`src/rtl/root_module400_pkg.sv`:
```
// Shared constants and types for the root_module400 leaf dispatch branch.
package root_module400_pkg;
    localparam int DATA_W    = 16;
    localparam int NUM_PORTS = 5;
    localparam int DEPTH     = 4;
    localparam int CNT_W     = 16;

    typedef logic [DATA_W-1:0] leaf_word_t;

    // Occupancy view of the FIFO, exported for debug and checker binding.
    typedef enum logic [1:0] {
        OCC_EMPTY   = 2'd0,
        OCC_PARTIAL = 2'd1,
        OCC_FULL    = 2'd2
    } occ_state_t;
endpackage

```
`src/rtl/root_module400_leaf_dispatch_if.sv`:
```
// Bundle of the dispatcher's upstream stream, fan-out ports and status outputs.
interface root_module400_leaf_dispatch_if #(
    parameter int DATA_W    = root_module400_pkg::DATA_W,
    parameter int NUM_PORTS = root_module400_pkg::NUM_PORTS,
    parameter int DEPTH     = root_module400_pkg::DEPTH,
    parameter int CNT_W     = root_module400_pkg::CNT_W
);
    localparam int LVL_W = $clog2(DEPTH + 1);

    // Handshake: a word moves on a rising edge exactly when valid and ready are
    // both high; valid never depends on ready, and ready never depends on valid.
    logic                  flush;
    logic                  in_valid;
    logic                  in_ready;
    logic [DATA_W-1:0]     in_data;
    logic [NUM_PORTS-1:0]  out_valid;
    logic [NUM_PORTS-1:0]  out_ready;
    logic [DATA_W-1:0]     out_data;
    logic [LVL_W-1:0]      level;
    logic [CNT_W-1:0]      sent_cnt;
    root_module400_pkg::occ_state_t occ_state;

    modport master (
        output flush, in_valid, in_data, out_ready,
        input  in_ready, out_valid, out_data, level, sent_cnt, occ_state
    );

    modport slave (
        input  flush, in_valid, in_data, out_ready,
        output in_ready, out_valid, out_data, level, sent_cnt, occ_state
    );
endinterface

```
`src/rtl/root_module400_fwft_fifo.sv`:
```
// First-word-fall-through FIFO; occupancy kept in a separate level register
// so the naturally wrapping pointers never need an extra wrap bit.
module root_module400_fwft_fifo #(
    parameter int DATA_W = 16,
    parameter int DEPTH  = 4,
    parameter int LVL_W  = $clog2(DEPTH + 1)
) (
    input  logic              clk,
    input  logic              rst_n,
    input  logic              flush,
    input  logic              push,
    input  logic              pop,
    input  logic [DATA_W-1:0] push_data,
    output logic [DATA_W-1:0] head,
    output logic              full,
    output logic              empty,
    output logic [LVL_W-1:0]  level
);
    localparam int PTR_W = $clog2(DEPTH);

    logic [DATA_W-1:0] mem [DEPTH];
    logic [PTR_W-1:0]  wr_ptr;
    logic [PTR_W-1:0]  rd_ptr;

    always_ff @(posedge clk) begin
        if (push && !flush) begin
            mem[wr_ptr] <= push_data;
        end
    end

    always_ff @(posedge clk or negedge rst_n) begin
        if (!rst_n) begin
            wr_ptr <= '0;
            rd_ptr <= '0;
            level  <= '0;
        end else if (flush) begin
            wr_ptr <= '0;
            rd_ptr <= '0;
            level  <= '0;
        end else begin
            if (push) begin
                wr_ptr <= wr_ptr + 1'b1;
            end
            if (pop) begin
                rd_ptr <= rd_ptr + 1'b1;
            end
            case ({push, pop})
                2'b10:   level <= level + 1'b1;
                2'b01:   level <= level - 1'b1;
                default: level <= level;
            endcase
        end
    end

    assign head  = mem[rd_ptr];
    assign full  = (level == LVL_W'(DEPTH));
    assign empty = (level == '0);
endmodule

```
`src/rtl/root_module400_leaf_dispatch.sv`:
```
// Round-robin stream dispatcher: buffers words and offers each head word to
// the leaf ports strictly in order 0..NUM_PORTS-1, stalling on the target port.
module root_module400_leaf_dispatch
    import root_module400_pkg::*;
(
    input logic                          clk,
    input logic                          rst_n,
    root_module400_leaf_dispatch_if.slave bus
);
    localparam int RR_W  = $clog2(NUM_PORTS);
    localparam int LVL_W = $clog2(DEPTH + 1);

    logic             full;
    logic             empty;
    logic             offer;
    logic             push;
    logic             pop;
    leaf_word_t       head;
    logic [LVL_W-1:0] level;
    logic [RR_W-1:0]  rr_ptr;
    logic [CNT_W-1:0] sent_cnt;

    root_module400_fwft_fifo #(
        .DATA_W (DATA_W),
        .DEPTH  (DEPTH),
        .LVL_W  (LVL_W)
    ) u_fifo (
        .clk       (clk),
        .rst_n     (rst_n),
        .flush     (bus.flush),
        .push      (push),
        .pop       (pop),
        .push_data (bus.in_data),
        .head      (head),
        .full      (full),
        .empty     (empty),
        .level     (level)
    );

    // Only the target port's ready bit is looked at; the others cannot pop.
    assign offer         = !empty && !bus.flush;
    assign push          = bus.in_valid && bus.in_ready;
    assign pop           = offer && bus.out_ready[rr_ptr];
    assign bus.in_ready  = !full && !bus.flush;
    assign bus.out_valid = offer ? (NUM_PORTS'(1) << rr_ptr) : '0;
    assign bus.out_data  = head;
    assign bus.level     = level;
    assign bus.sent_cnt  = sent_cnt;

    always_ff @(posedge clk or negedge rst_n) begin
        if (!rst_n) begin
            rr_ptr <= '0;
        end else if (bus.flush) begin
            rr_ptr <= '0;
        end else if (pop) begin
            rr_ptr <= (rr_ptr == RR_W'(NUM_PORTS - 1)) ? '0 : rr_ptr + 1'b1;
        end
    end

    // Flush leaves the delivered count alone; it only counts real pops.
    always_ff @(posedge clk or negedge rst_n) begin
        if (!rst_n) begin
            sent_cnt <= '0;
        end else if (pop) begin
            sent_cnt <= sent_cnt + 1'b1;
        end
    end

    always_comb begin
        bus.occ_state = OCC_PARTIAL;
        if (empty) begin
            bus.occ_state = OCC_EMPTY;
        end else if (full) begin
            bus.occ_state = OCC_FULL;
        end
    end
endmodule

```
`src/flat_wrapper.sv`:
```
// flat-port wrapper written by rule: the top's interface ports become plain ports
module root_module400_leaf_dispatch_flat import root_module400_pkg::*;
  (clk, rst_n, bus_flush, bus_in_valid, bus_in_data, bus_out_ready, bus_in_ready, bus_out_valid, bus_out_data, bus_level, bus_sent_cnt, bus_occ_state);
  root_module400_leaf_dispatch_if bus_i ();
  input logic clk;
  input logic rst_n;
  input wire logic [$bits(bus_i.flush)-1:0] bus_flush;
  input wire logic [$bits(bus_i.in_valid)-1:0] bus_in_valid;
  input wire logic [$bits(bus_i.in_data)-1:0] bus_in_data;
  input wire logic [$bits(bus_i.out_ready)-1:0] bus_out_ready;
  output wire logic [$bits(bus_i.in_ready)-1:0] bus_in_ready;
  output wire logic [$bits(bus_i.out_valid)-1:0] bus_out_valid;
  output wire logic [$bits(bus_i.out_data)-1:0] bus_out_data;
  output wire logic [$bits(bus_i.level)-1:0] bus_level;
  output wire logic [$bits(bus_i.sent_cnt)-1:0] bus_sent_cnt;
  output wire logic [$bits(bus_i.occ_state)-1:0] bus_occ_state;
  assign bus_i.flush = bus_flush;
  assign bus_i.in_valid = bus_in_valid;
  assign bus_i.in_data = bus_in_data;
  assign bus_i.out_ready = bus_out_ready;
  assign bus_in_ready = bus_i.in_ready;
  assign bus_out_valid = bus_i.out_valid;
  assign bus_out_data = bus_i.out_data;
  assign bus_level = bus_i.level;
  assign bus_sent_cnt = bus_i.sent_cnt;
  assign bus_occ_state = bus_i.occ_state;
  root_module400_leaf_dispatch u_core (.clk(clk), .rst_n(rst_n), .bus(bus_i));
endmodule
```
`config.mk`:
```
export PLATFORM = sky130hd
export DESIGN_NAME = root_module400_leaf_dispatch_flat
export DESIGN_NICKNAME = d
export VERILOG_FILES = /design/src/rtl/root_module400_pkg.sv /design/src/rtl/root_module400_leaf_dispatch_if.sv /design/src/rtl/root_module400_fwft_fifo.sv /design/src/rtl/root_module400_leaf_dispatch.sv /design/src/flat_wrapper.sv
export SDC_FILE = /design/constraint.sdc
export NUM_CORES = 1
export LEC_CHECK = 0
export ABC_AREA = 1
export CAP_MARGIN = 10
export CORE_MARGIN = 2
export CORE_UTILIZATION = 59
export CTS_BUF_LIST = sky130_fd_sc_hd__clkbuf_8
export CTS_CLUSTER_SIZE = 16
export DETAILED_ROUTE_END_ITERATION = 10
export PLACE_DENSITY = 0.87
export SLEW_MARGIN = 20
export SYNTH_ARGS = -nofsm -noshare
export SYNTH_HDL_FRONTEND = slang
export SYNTH_SLANG_ARGS = --single-unit
```
`constraint.sdc`:
```
create_clock -name clk -period 4.45 [get_ports clk]
set_clock_uncertainty 0.2 [all_clocks]
set_input_delay 0.89 -clock clk [delete_from_list [all_inputs] [get_ports clk]]
set_output_delay 0.89 -clock clk [all_outputs]
set_load 0.02 [all_outputs]
```
* After elaboration in Yosys (flattened, before gate mapping) *
Memory sizes are Yosys's and may differ from the RTL's.
Cells that the tools add are included.

word-level totals
  memories = 1
  register bits after elaboration = 26
  memory bits (writable) = 64

memories
  memory             depth  width  read ports  clocked after memory_dff  write ports  line                            RTL
  u_core.u_fifo.mem  4      16     1           0                         1            root_module400_fwft_fifo.sv:21  logic [DATA_W-1:0] mem [DEPTH];

operators by class
  $add $sub $neg = 6
  shift-type cells = 1
  muxes and demuxes = 16
  eq/ne operators = 4
  reduce and logical (&&, ||, !) cells = 12
  order comparisons = 1

operators by type and width
  operator                                                              number
  16-bit by 1-bit adder with 16-bit output, second input constant       1
  2-bit two-way mux                                                     6
  3-bit two-way mux                                                     4
  3-bit by 1-bit adder with 3-bit output, second input constant         2
  3-bit == test, second input constant                                  2
  3-bit case mux with 2 select lines                                    1
  1-bit logical AND                                                     5
  5-bit two-way mux                                                     1
  1-bit by 3-bit left shift with 5-bit output, first input constant     1
  2-bit by 1-bit adder with 2-bit output, second input constant         2
  3-bit by 4-bit < comparator with 1-bit output, second input constant  1
  2-bit nonzero test                                                    2
  1-bit binary-select mux with 3-bit select                             1
  1-bit logical NOT                                                     3
  3-bit logical NOT                                                     1
  1-bit two-way mux                                                     3
  3-bit nonzero test                                                    1
  3-bit by 1-bit subtractor with 3-bit output, second input constant    1
  2-bit by 1-bit == test with 1-bit output, second input constant       1
  2-bit == test, second input constant                                  1

* Longest topological paths before layout *
  word-level depth = 7
  mapped depth = 14

* Cells and area by module *
A second synthesis with hierarchy kept.

unflattened totals
  cells, all modules = 416
  area, all modules = 4231.6 um2

modules (own cells, without submodules)
  module                        cells each  times used  area an instance (um2)
  root_module400_fwft_fifo      215         1           2852.7
  root_module400_leaf_dispatch  201         1           1378.8

* Worst setup path after synthesis *
No wires, ideal clock.

  kind = input to register
  start point = input port bus_flush
  end point = register u_core.u_fifo.level[2]
  required time = 4.133 ns
  setup time = 0.117 ns
  data arrival time = 2.221 ns
  stages on the path = 11
  path slack = 1.913 ns
  cells stage by stage = bufinv_8 -> nand3_2 -> nand3_1 -> inv_1 -> fa_1 -> xnor2_1 -> inv_1 -> nand2_1 -> nand2_1 -> nand2_1 -> nand2_1

on the way
  longest elaborated chain between the ends = 6
  elaborated cells on any way between the ends = 10

ends and longest elaborated chain
  what                                                                              line                                                                    RTL
  start, declared                                                                   flat_wrapper.sv:7                                                       input wire logic [$bits(bus_i.flush)-1:0] bus_flush;
  1-bit logical NOT                                                                 root_module400_leaf_dispatch.sv:41, root_module400_leaf_dispatch.sv:44
  1-bit logical AND (on tied branches)                                              root_module400_leaf_dispatch.sv:41, root_module400_leaf_dispatch.sv:44
  1-bit logical AND (on tied branches)                                              root_module400_leaf_dispatch.sv:43, root_module400_leaf_dispatch.sv:42
  2-bit by 1-bit == test with 1-bit output / 2-bit == test (equally long branches)  root_module400_fwft_fifo.sv:47                                          case ({push, pop})
  3-bit case mux with 2 select lines                                                root_module400_fwft_fifo.sv:47
  3-bit two-way mux                                                                 root_module400_fwft_fifo.sv:36                                          end else if (flush) begin
  end signal, assigned                                                              root_module400_fwft_fifo.sv:48                                          2'b10: level <= level + 1'b1;
  end signal, assigned                                                              root_module400_fwft_fifo.sv:49                                          2'b01: level <= level - 1'b1;
  end signal, assigned                                                              root_module400_fwft_fifo.sv:50                                          default: level <= level;
  end, declared                                                                     root_module400_fwft_fifo.sv:17                                          output logic [LVL_W-1:0] level

Parallel ways exist; a longest one is shown, timed or not.
A chain may end at the register's enable or synchronous reset.

* Final worst setup path *
  start point = register u_core.u_fifo.rd_ptr[1]
  end point = output port bus_out_data[6]

on the way
  longest elaborated chain between the ends = 1

ends and longest elaborated chain
  what                    line                            RTL
  start, declared         root_module400_fwft_fifo.sv:23  logic [PTR_W-1:0] rd_ptr;
  start signal, assigned  root_module400_fwft_fifo.sv:45  rd_ptr <= rd_ptr + 1'b1;
  memory 4 x 16 bit       -
  end, declared           flat_wrapper.sv:13              output wire logic [$bits(bus_i.out_data)-1:0] bus_out_data;

No other way between the ends.

==> run metrics <==
dpl hpwl=5400 um; share of async-settable or async-resettable flops after synthesis=28.9%; WL/cell=15.6 um; clock tree buffer depth=2; Seq/Total Area, Yosys=64.2%; area taken by multi-input logic gates=1250 um2; RD Place Congestion=0.856; setup TNS=0 ns; post-CTS setup buffer count=0; Primary FF master, synth=edfxtp_1; Nets=474; Final Hold Vio Count=0; Post-Synth Simple-Gate Area=15.4%; Reg2Reg Setup Slack=2.18 ns; die width=86.4 um; Post-Syn Nets=400; htree depth=3; outcome=complete, no violations; residual DRC count=0; fmax=278 MHz; initial antenna violation count=0; Worst path slowest cell=clkdlybuf4s50_1; share of the synthesized area in the top cell type=48.0%; CTS tree=built; PD cells=542 nW/um2; number of buffers created by CTS=9; Post-Route WL=8160 um; row count=30; Synth Area in Adders=3.62%; count leader, synth=edfxtp_1; worst path arrival time=2.51 ns; Reg-to-Reg Start=u_core.u_fifo.level[0]$_DFFE_PN0P_; Util after Layout=74.0%; Worst EP required=3.36 ns; RSZ-0062 raised after global routing=false; syn avg cell area=11.0 um2; final instance area=4940 um2; Max rail drop VDD=0.319 mV; top sig layer=met4; synth warn=0; DR vias=2848; placed cell area=4760 um2; Die Area=7470 um2; Synth Instances=364; layout cell share with drive strength beyond 1=8.13%; Initial DRC Count=179; endpoints failing setup=0; Synth Area in Compound Gates=8.78%; post-synth top area cell=edfxtp_1; largest net degree at the start of global routing=33; Remaining Overflow, GRT=0; Register-to-Register Path Depth=12; Core ar.=6680 um2; Place WS=0.944 ns; Synth-to-Final Area Change=23.4%; final non-filler cell total=523; post-synthesis mux area share=0%; CTS Hold Bufs=0; Tot Pwr=2.68 mW; Antenna Violating Nets Remaining=0; number of fillers in the final layout=463; synth cell count leaders=64 x edfxtp_1, 57 x nand2_1, 54 x nor2_1; Critical Path Source Type=flop; final hold slack=0.328 ns; first-pass GRT wire length=13300 um; Ports=68; CP Cell Sequence=inv_1 -> o21ai_0 -> o22ai_1 -> clkdlybuf4s50_1; Clock Latency Late Sink=0.35 ns; CP max FO=18; Distinct cells, synth=31; Die Y=86.4 um; Final Critical Period=3.60 ns; DR vias/cell=5.45; slew at the pin with the worst max-slew slack=0.596 ns; TritonRoute pass-1 iters=4; Metal-1 WL=3350 um; met3 WL=417 um; vias in the first global route=2841; Max Cap Viol=0; EDFF count, synth=64; Resize count post-CTS=0; metal2 WL=4270 um; CP Capture Type=primary output; worst min-delay path class=in2async; diodes inserted=0; clock sinks=90; Initial Util=60.0%; CTS root buf=clkbuf_8; synth top area cells=edfxtp_1 48%, dfrtp_1 16%, nand2_1 5.3%; placed cells=507; mapped cell area=4010 um2; Final Cycle Share=80.9%; Max-slew headroom=60.2%; count of pins over their slew limit=0; synthesized flop and latch total=90; P_leak=1.90 nW; largest family of logic cells by synthesized area=simple AND/OR/NAND/NOR gates; Synth Area in XOR/XNOR=3.50%; register area=2570 um2; IO Port Bufs=67; Worst-path clk slew=0.09 ns; Setup CP Type=reg2out; GR Util All Layers=23.5%; Reg2Reg Capture Point=u_core.u_fifo.level[2]$_DFFE_PN0P_; Final WS setup=0.848 ns; Critical Path Max Stage Delay=0.64 ns
==> worst max-delay path: cells and delay by family, from the launching register on <==
| kind | cells | cell delay, ns |
|---|---|---|
| AO/OA/AOI/OAI | 2 | 0.42 |
| buffers and inverters | 2 | 1.15 |
| flip-flops | 1 | 0.59 |
==> where the power goes <==
| group | internal (mW) | switching (mW) | leakage (nW) |
|---|---|---|---|
| combinational | 0.442 | 0.644 | 0.892 |
| clock | 0.207 | 0.294 | 0.0876 |
| sequential | 0.998 | 0.0949 | 0.924 |
| total | 1.65 | 1.03 | 1.90 |
==> layer usage <==
layer,up-vias,track usage (%)
met5,-,0
met4,0,9.94
met3,10,3.24
met2,79,39.5
met1,1368,30.9
li1,1391,-
==> cells in the final DEF, fill, tap and decap left out, types with 2 or more instances in the layout <==
cell type        Yosys  routed
nand3_1             12      12
inv_1               25      26
edfxtp_1            64      64
clkinvlp_4           0       2
inv_2                2       2
nand2_4              2       2
o22ai_1             17      17
inv_6                0       2
xnor2_1              3       3
ha_1                10      10
xor2_1              13      13
o21ai_0             37      37
nor2_4               2       2
dfrtp_1             26      26
a21oi_1              2       2
o21ai_1             10      10
clkbuf_8             0       9
nor2_1              54      54
nand2_2              2       2
nor3_1               6       6
buf_4                0       6
nand2_1             57      57
clkinv_4             0       2
clkdlybuf4s50_1      0      66
==> final cells by class <==
type | count | area share [%]
inverters | 30 | 2.61
repair buffers | 73 | 14.4
well taps | 80 | 2.03
flip-flops and latches | 90 | 52.1
clock inverters | 7 | 1.09
multi-input cells | 234 | 25.3
clock buffers | 9 | 2.51
==> flip-flops by register name (all words and copies together), names as in the netlist <==
| name | flops |
|---|---|
| u_core.u_fifo.rd_ptr | 2 |
| u_core.u_fifo.mem | 64 |
| u_core.u_fifo.level | 3 |
| u_core.bus.sent_cnt | 16 |
| u_core.rr_ptr | 3 |
| u_core.u_fifo.wr_ptr | 2 |
==> kinds of logic after synthesis <==
group,count (synthesis)
flops,90
xor+xnor,16
simple gates,141
buf+inv,40
compound gates,66
fa+ha+maj,11
==> worst max path at each step <==
| stage | from | to | slack [ns] | cells after the start |
|---|---|---|---|---|
| after floorplan | bus_flush | u_core.u_fifo.level[2]$_DFFE_PN0P_ | 1.91 | 11 |
| final | u_core.u_fifo.rd_ptr[1]$_DFFE_PN0P_ | bus_out_data[6] | 0.85 | 4 |
| after global placement | bus_flush | bus_out_valid[4] | 1.03 | 5 |
| after detailed placement | bus_flush | bus_out_valid[1] | 0.94 | 5 |
| after global routing | u_core.u_fifo.rd_ptr[1]$_DFFE_PN0P_ | bus_out_data[6] | 0.67 | 4 |
| after CTS | u_core.u_fifo.rd_ptr[1]$_DFFE_PN0P_ | bus_out_data[6] | 0.84 | 4 |
Note: power is estimated with default switching activity, not from simulation.
